<file path="src/rtl/frame_reader_dma.sv">
// Frame reader: streams one H_RES x V_RES frame of pixels from SDRAM via a pipelined
// Avalon-MM read master into a FIFO-backed valid/ready stream. Option: FRAME_READER_LOOP_EN.
module frame_reader_dma #(
  parameter int MASTER_ADDRESSWIDTH = 32,
  parameter int DATAWIDTH           = 32,
  parameter int H_RES               = 640,
  parameter int V_RES               = 480,
  parameter int FIFO_DEPTH          = 64,
  parameter int MAX_PENDING         = 8
) (
  input  logic                           clk,
  input  logic                           reset_n,
  input  logic                           start,
  input  logic [MASTER_ADDRESSWIDTH-1:0] frame_base,
  output logic                           busy,
  output logic                           frame_done,
  output logic                           overflow_err,
  output logic [MASTER_ADDRESSWIDTH-1:0] master_address,
  output logic                           master_read,
  input  logic [DATAWIDTH-1:0]           master_readdata,
  input  logic                           master_readdatavalid,
  input  logic                           master_waitrequest,
  output logic [DATAWIDTH-1:0]           out_data,
  output logic                           out_valid,
  input  logic                           out_ready,
  output logic                           out_sop,
  output logic                           out_eop
);
  // state   | meaning
  // S_IDLE  | waiting for start
  // S_READ  | issuing read requests for the frame
  // S_DRAIN | all requests issued, waiting for the last pixel to be popped
  localparam int TOTAL  = H_RES * V_RES;
  localparam int CNT_W  = $clog2(TOTAL + 1);
  localparam int PTR_W  = $clog2(FIFO_DEPTH);
  localparam int FCNT_W = PTR_W + 1;
  localparam int PEND_W = $clog2(MAX_PENDING + 1);
  localparam logic [CNT_W-1:0] LAST_IDX = CNT_W'(TOTAL - 1);
`ifdef FRAME_READER_LOOP_EN
  localparam bit LOOP = 1'b1;
`else
  localparam bit LOOP = 1'b0;
`endif

  typedef enum logic [1:0] {S_IDLE, S_READ, S_DRAIN} state_t;
  state_t state, state_nxt;

  logic [MASTER_ADDRESSWIDTH-1:0] base_q, addr_q;
  logic [CNT_W-1:0]  issue_cnt, pop_cnt;
  logic [PEND_W-1:0] pending;
  logic [DATAWIDTH-1:0] mem [FIFO_DEPTH];
  logic [PTR_W-1:0]  wr_ptr, rd_ptr;
  logic [FCNT_W-1:0] fifo_count;
  logic start_acc, accept, last_accept, push_req, push, pop, last_pop;
  logic fifo_full, fifo_empty, issue_ok, issue_en;

  assign fifo_empty  = (fifo_count == '0);
  assign fifo_full   = (fifo_count == FCNT_W'(FIFO_DEPTH));
  assign start_acc   = start && (state == S_IDLE);
  assign accept      = master_read && !master_waitrequest;
  assign last_accept = accept && (issue_cnt == LAST_IDX);
  assign pop         = !fifo_empty && out_ready;
  assign last_pop    = pop && (pop_cnt == LAST_IDX);
  // Returns with nothing outstanding are leftovers from before a reset and are dropped.
  assign push_req    = master_readdatavalid && (pending != '0);
  assign push        = push_req && (!fifo_full || pop);
  // Credit rule: every outstanding read has a guaranteed FIFO slot.
  assign issue_ok    = (32'(pending) < 32'(MAX_PENDING)) &&
                       (32'(fifo_count) + 32'(pending) < 32'(FIFO_DEPTH));
  assign issue_en    = (state == S_READ) || (LOOP && (state == S_DRAIN));

  always_ff @(posedge clk) begin
    if (!reset_n) state <= S_IDLE;
    else          state <= state_nxt;
  end

  always_comb begin
    state_nxt = state;
    case (state)
      S_IDLE:  if (start) state_nxt = S_READ;
      S_READ:  if (last_accept) state_nxt = S_DRAIN;
      S_DRAIN: if (last_pop) state_nxt = LOOP ? S_READ : S_IDLE;
      default: state_nxt = S_IDLE;
    endcase
  end

  always_comb begin
    busy           = (state != S_IDLE);
    master_read    = issue_en && issue_ok;
    master_address = addr_q;
    out_valid      = !fifo_empty;
    out_data       = fifo_empty ? '0 : mem[rd_ptr];
    out_sop        = !fifo_empty && (pop_cnt == '0);
    out_eop        = !fifo_empty && (pop_cnt == LAST_IDX);
  end

  always_ff @(posedge clk) begin
    if (!reset_n) begin
      base_q       <= '0;
      addr_q       <= '0;
      issue_cnt    <= '0;
      pop_cnt      <= '0;
      pending      <= '0;
      wr_ptr       <= '0;
      rd_ptr       <= '0;
      fifo_count   <= '0;
      frame_done   <= 1'b0;
      overflow_err <= 1'b0;
    end else begin
      frame_done <= last_pop;
      if (push_req && fifo_full && !pop) overflow_err <= 1'b1;
      if (start_acc) begin
        base_q    <= frame_base;
        addr_q    <= frame_base;
        issue_cnt <= '0;
        pop_cnt   <= '0;
      end else begin
        // Issue side wraps to the frame base so a looping reader restarts seamlessly.
        if (accept) begin
          issue_cnt <= last_accept ? '0 : issue_cnt + 1'b1;
          addr_q    <= last_accept ? base_q : addr_q + MASTER_ADDRESSWIDTH'(4);
        end
        if (pop) pop_cnt <= last_pop ? '0 : pop_cnt + 1'b1;
      end
      case ({accept, push_req})
        2'b10:   pending <= pending + 1'b1;
        2'b01:   pending <= pending - 1'b1;
        default: pending <= pending;
      endcase
      if (push) wr_ptr <= wr_ptr + 1'b1;
      if (pop)  rd_ptr <= rd_ptr + 1'b1;
      case ({push, pop})
        2'b10:   fifo_count <= fifo_count + 1'b1;
        2'b01:   fifo_count <= fifo_count - 1'b1;
        default: fifo_count <= fifo_count;
      endcase
    end
  end

  always_ff @(posedge clk) begin
    if (push) mem[wr_ptr] <= master_readdata;
  end
endmodule

</file>
<file path="config.mk">
export PLATFORM = sky130hd
export DESIGN_NAME = frame_reader_dma
export DESIGN_NICKNAME = d
export VERILOG_FILES = /design/src/rtl/frame_reader_dma.sv
export SDC_FILE = /design/constraint.sdc
export NUM_CORES = 2
export LEC_CHECK = 0
export CAP_MARGIN = 30
export CORE_MARGIN = 10
export CORE_UTILIZATION = 35
export CTS_BUF_LIST = sky130_fd_sc_hd__clkbuf_4 sky130_fd_sc_hd__clkbuf_8 sky130_fd_sc_hd__clkbuf_16
export DETAILED_ROUTE_END_ITERATION = 7
export GPL_TIMING_DRIVEN = 0
export PLACE_DENSITY = 0.5
export SLEW_MARGIN = 20
export SYNTH_ARGS = -nofsm -noshare
export SYNTH_HDL_FRONTEND = slang
export SYNTH_SLANG_ARGS = --single-unit
</file>
<file path="constraint.sdc">
create_clock -name clk -period 6.31 [get_ports clk]
set_clock_uncertainty 0.1 [all_clocks]
set_input_delay 0.9465 -clock clk [delete_from_list [all_inputs] [get_ports clk]]
set_output_delay 0.9465 -clock clk [all_outputs]
set_load 0.1 [all_outputs]
</file>
======== Word level (Yosys, flattened, before mapping) ========
Memories as Yosys holds them, arrays and structs flattened. A register that Yosys moved wholly into a read port is not among the register bits.
Cells that the tools add are included.
storage, ports and cells
  memories ................................ 1
  bits of input ports ..................... 70
  register bits ........................... 129
  memory bits (writable) .................. 2048
  output and inout port bits .............. 71
memories
  memory  words  bits a word  read ports  clocked after Yosys merged registers in  write ports  line  RTL
  mem     64     32           1           1                                        1            51    logic [DATAWIDTH-1:0] mem [FIFO_DEPTH];
cells by class
  equality and inequality tests ........... 12
  $add $sub $neg .......................... 10
  bitwise operators ....................... 1
  mux-type cells .......................... 16
  magnitude comparators ................... 2
  reduce and logical (&&, ||, !) cells .... 28
operators by type and width
  cell                                                                   count
  32-bit 2-to-1 mux                                                      4
  19-bit by 1-bit adder with 19-bit output (second input constant)       2
  19-bit == test (second input constant)                                 2
  19-bit 2-to-1 mux                                                      2
  32-bit by 3-bit adder with 32-bit output (second input constant)       1
  19-bit zero test                                                       1
  7-bit case mux with 2 select lines                                     1
  1-bit logical AND                                                      13
  6-bit by 1-bit adder with 6-bit output (second input constant)         2
  6-bit 2-to-1 mux                                                       2
  7-bit by 4-bit adder with 8-bit output                                 1
  8-bit by 7-bit < comparator with 1-bit output (second input constant)  1
  4-bit case mux with 2 select lines                                     1
  2-bit nonzero test                                                     4
  7-bit by 1-bit adder with 7-bit output (second input constant)         1
  7-bit == test (second input constant)                                  1
  7-bit zero test                                                        1
  7-bit by 1-bit subtractor with 7-bit output (second input constant)    1
  2-bit by 1-bit == test with 1-bit output (second input constant)       3
  2-bit == test (second input constant)                                  3
  2-bit 2-to-1 mux                                                       3
  2-bit != test (second input constant)                                  3
  2-bit case mux with 3 select lines                                     1
  4-bit by 1-bit adder with 4-bit output (second input constant)         1
  10 further kinds                                                       14

======== Logic depth before layout (Yosys ltp) ========
  depth in word-level cells ............... 9
  gate-level depth with buffers ........... 14

======== Least setup slack after synthesis ========
Ideal clock, no wire load.
  path type ............................... register -> output
  start point ............................. register fifo_count[1]
  end point ............................... output port out_sop
  required time ........................... 5.264 ns
  slack ................................... 0.988 ns
  stages on the path, launching flop included .. 6
  path buffers ............................ 0
  arrival ................................. 4.275 ns
  path through ............................ dfxtp_1 or2_2 nor3_1 inv_1 nand4_1 nor4_1
between the ends
  word-level cells in the longest chain between the ends .. 3
ends and longest elaborated chain
  element                 line  RTL
  start, declared         53    logic [FCNT_W-1:0] fifo_count;
  start signal, assigned  133   2'b10: fifo_count <= fifo_count + 1'b1;
  start signal, assigned  134   2'b01: fifo_count <= fifo_count - 1'b1;
  start signal, assigned  135   default: fifo_count <= fifo_count;
  7-bit zero test         57    assign fifo_empty = (fifo_count == '0);
  1-bit zero test         -
  net out_valid           24    output logic out_valid,
  1-bit logical AND       93    out_sop = !fifo_empty && (pop_cnt == '0);
  end, declared           26    output logic out_sop,
The timed path passes the listed nets, and every way through them passes these cells.

==> key figures <==
Status
  – Outcome: finished, violations left
  – Failing checks: negative setup slack

Power and ir drop
  – Internal power: 26,630 uW
  – Sw Ratio: 30.65%
  – Total power: 38,400 uW
  – Leakage: 0.03136 uW
  – Power share of the clock group: 34.0%
  – VDD IR max: 0.0005195 V
  – Psw: 11,770 uW
  – Power per cell area: 375.4 nW/um^2
  – Flop pwr share: 41.9%
  – Combinational share of power: 24.1%

STA
  – Slew Limit Headroom: 28.25%
  – Unrepaired setup endpoints after global routing: no
  – Least-Margin Pin Slew: 1.076 ns
  – Hold Fails Final Rpt: 0
  – Crit path time final: 6.314 ns
  – Setup Viol. Count Final: 2
  – Final period util: 100.1%
  – Max Clk Rate: 158.4 MHz
  – Fin worst setup slack: -0.003606 ns
  – Fin. max-slew vios: 0

Placement
  – Placed insts: 7,615
  – Pre-CTS WS: -0.3616 ns
  – IO buf count: 139
  – Hpwl dp: 203,000 um
  – Final GP Congestion: 0.8282

Yosys
  – Syn Area/Cell: 20.85 um^2
  – Syn nets: 4,175
  – Yosys cell types: 77
  – Top cells by area, synth: edfxtp_1 (72%), mux4_2 (15%), dfxtp_1 (3.2%)
  – FFs w/ async S/R, synth: 0%
  – Yosys warns: 0
  – Register area share after synthesis: 75.36%
  – Post-synth top area share: 72.19%
  – Post-synthesis cell area: 85,190 um^2
  – EDFF count, synth: 2,048
  – Yosys top cell by area: edfxtp_1
  – Mapped Cells: 4,086
  – Synth Register Bits: 2,183
  – Top_reg_cell synth: edfxtp_1

Global route
  – Vias in the first global route: 45,090
  – Pin count of the biggest net entering global routing: 65
  – Global-route wire length before repair: 394,600 um
  – GRT Residual Overflow: 0
  – Gr usage total: 21.60%
  – Initial antenna violation count: 18

Floorplanning
  – Die Y: 513.4 um
  – I/O Pins: 141
  – Cell Rows: 181
  – Core ar.: 242,800 um^2
  – Initial Utilization: 35.09%
  – Die width: 513.4 um
  – Die ar.: 263,500 um^2

Setup path
  – WP buf/inv: 7
  – Required time of the worst setup path: 5.26 ns
  – Worst setup path class: reg2out
  – CP Cell Sequence: buf_4, buf_4, buf_2, clkbuf_1, buf_6, clkbuf_2, a21oi_1, o21ai_0, o211ai_1, a2bb2oi_2, clkdlybuf4s15_2
  – Data arrival time of the critical path: 5.27 ns
  – Crit path capture type: primary output
  – Most Frequent Cell on Critical Path: buf_4
  – Critical Path Max Stage Delay: 0.63 ns
  – CP top delay family: buffers and inverters
  – Crit Path Max Fanout: 10
  – Startpoint types: register
  – Slowest CP cell: clkdlybuf4s15_2

Worst hold path
  – Hold Crit Class: in2reg

Layout
  – Non-Filler Instances: 8,019
  – Most frequent cells in the layout: edfxtp_1 (2,048), mux4_2 (555), clkbuf_16 (224)
  – Final Util: 42.14%
  – Most common cell after layout, fill and taps aside: edfxtp_1
  – Filler cells: 21,080
  – Final layout net count: 4,726
  – Layout cell share with drive strength beyond 1: 29.25%
  – Area Growth Syn to Fin: 20.09%

Clocking
  – H-tree Lvls: 4
  – # Post-CTS Setup Buffers: 0
  – Clk slew on worst S/H paths: 0.07 ns
  – Clock Sink Count: 2,183
  – Worst-Skew Late Latency: 0.88 ns
  – CTS tree: built
  – CTS buffer count: 221
  – Root buffer cell: clkbuf_16
  – Clk buf depth: 3

Job
  – Max Cap Viol: 0

Routing
  – Drt drc: 0
  – Drt via density: 5.754
  – Antenna Nets Post-Route: 0
  – Wire per inst: 36.33 um
  – Vias: 46,140
  – TritonRoute pass-1 iters: 8
  – Routed WL: 291,300 um
  – Detailed Route Iter0 Violations: 6,255
-- power groups by stage --
stage | clock (uW) | combinational [uW] | sequential [uW]
2_1_floorplan | 0 | 5720 | 16500
6_report | 13100 | 9270 | 16100
5_1_grt | 13800 | 9590 | 16100
3_3_place_gp | 0 | 9030 | 16400
3_5_place_dp | 0 | 9320 | 16400
4_1_cts | 13300 | 9300 | 16100
-- flip-flops by register name, indices dropped and copies added, names as in the netlist, named ones only --
name and count:
fifo_count 7, issue_cnt 19, frame_done 1, rd_ptr 6, pop_cnt 19, master_address 32, pending 4, overflow_err 1
base_q 32, state 2, mem 2048, wr_ptr 6
-- Yosys cell counts, types with 23 or more instances --
master	n
mux2_2	25
mux4_2	555
nor2b_1	44
buf_6	24
dfxtp_1	135
nand4_1	26
xor2_1	52
clkbuf_1	86
inv_1	23
edfxtp_1	2048
nand2_1	160
a211oi_1	44
buf_2	48
nor2_1	163
nand3_1	33
a22oi_1	32
o21ai_0	24
buf_4	42
mux2i_1	118
a21oi_1	97
-- worst reg2reg max path, stage by stage (launching register included) --
cell      delay, ns
dfxtp_1        0.34
or4_4          0.59
nor3_1         0.21
inv_1          0.31
and2_1         0.29
clkbuf_1       0.23
nand2_1        0.17
inv_1          0.12
ha_1           0.33
nor2b_1        0.16
o21ai_0        0.24
a21oi_1        0.14
o21ai_0        0.27
mux2_2         0.37
o31a_1         0.30
-- layout make-up --
class	instances	area [um^2]	share of cell area, %
flip-flops and latches	2183	64200	62.76
diodes	4	10.01	0.009784
well taps	3202	4006	3.916
clock buffers	276	6021	5.885
repair buffers	328	5366	5.246
clock inverters	123	1121	1.096
inverters	24	90.09	0.08806
multi-input cells	1662	20220	19.76
plain buffers	217	1265	1.237
-- metal layers --
layer  vias to the layer above  part of all wire (%)  GRT usage, %
li1                      18140                     -             -
met4                        10                   4.7         8.894
met5                         -                 0.023             0
met3                       525                   8.6         4.159
met1                     25080                    41         30.13
met2                      2387                    45         33.31
-- logic make-up (layout without fill, tap and decap cells) --
family / after synthesis / count (layout) / synth area share (%)
adder cells (fa/ha/maj): 19 / 19 / 0.2967
multiplexers: 699 / 699 / 16.41
AND/OR/NAND/NOR: 529 / 529 / 2.960
other: 0 / 4 / 0
flip-flops: 2183 / 2183 / 75.36
buffers and inverters: 241 / 968 / 1.529
XOR/XNOR: 74 / 74 / 0.7608
AO/OA/AOI/OAI: 341 / 341 / 2.683
-- worst paths after layout --
kind	startpoint	endpoint	slack, ns	depth (start not counted)
worst max-delay path	register	out_data[12]	-0.004	11
worst min-delay path	master_readdata[17]	mem[52][17]$_DFFE_PP_	0.35	1
worst min register to register	base_q[14]$_SDFFE_PN0P_	base_q[14]$_SDFFE_PN0P_	0.35	2
worst max register to register	fifo_count[2]$_SDFFE_PN0P_	fifo_count[6]$_SDFFE_PN0P_	2.03	14
-- through the flow --
stage | area (um^2) | hold WS, ns | setup TNS (ns)
2_1_floorplan | 85190 | 0.3317 | 0
3_3_place_gp | 90590 | 0.3417 | -2458.83
3_5_place_dp | 95030 | 0.3426 | -0.8411
4_1_cts | 102300 | 0.3003 | 0
5_1_grt | 102300 | 0.3477 | 0
6_report | 102300 | 0.3518 | -0.006765
-- repair_timing --
action / 4_1_cts / 5_1_grt
hold buffers: 0 / 0
resized for setup: 114 / 5
cloned: 0 / 0
pin swaps: 1 / 0
endpoints found under the setup margin: 31 / 4
(Power assumes the default switching activity.)
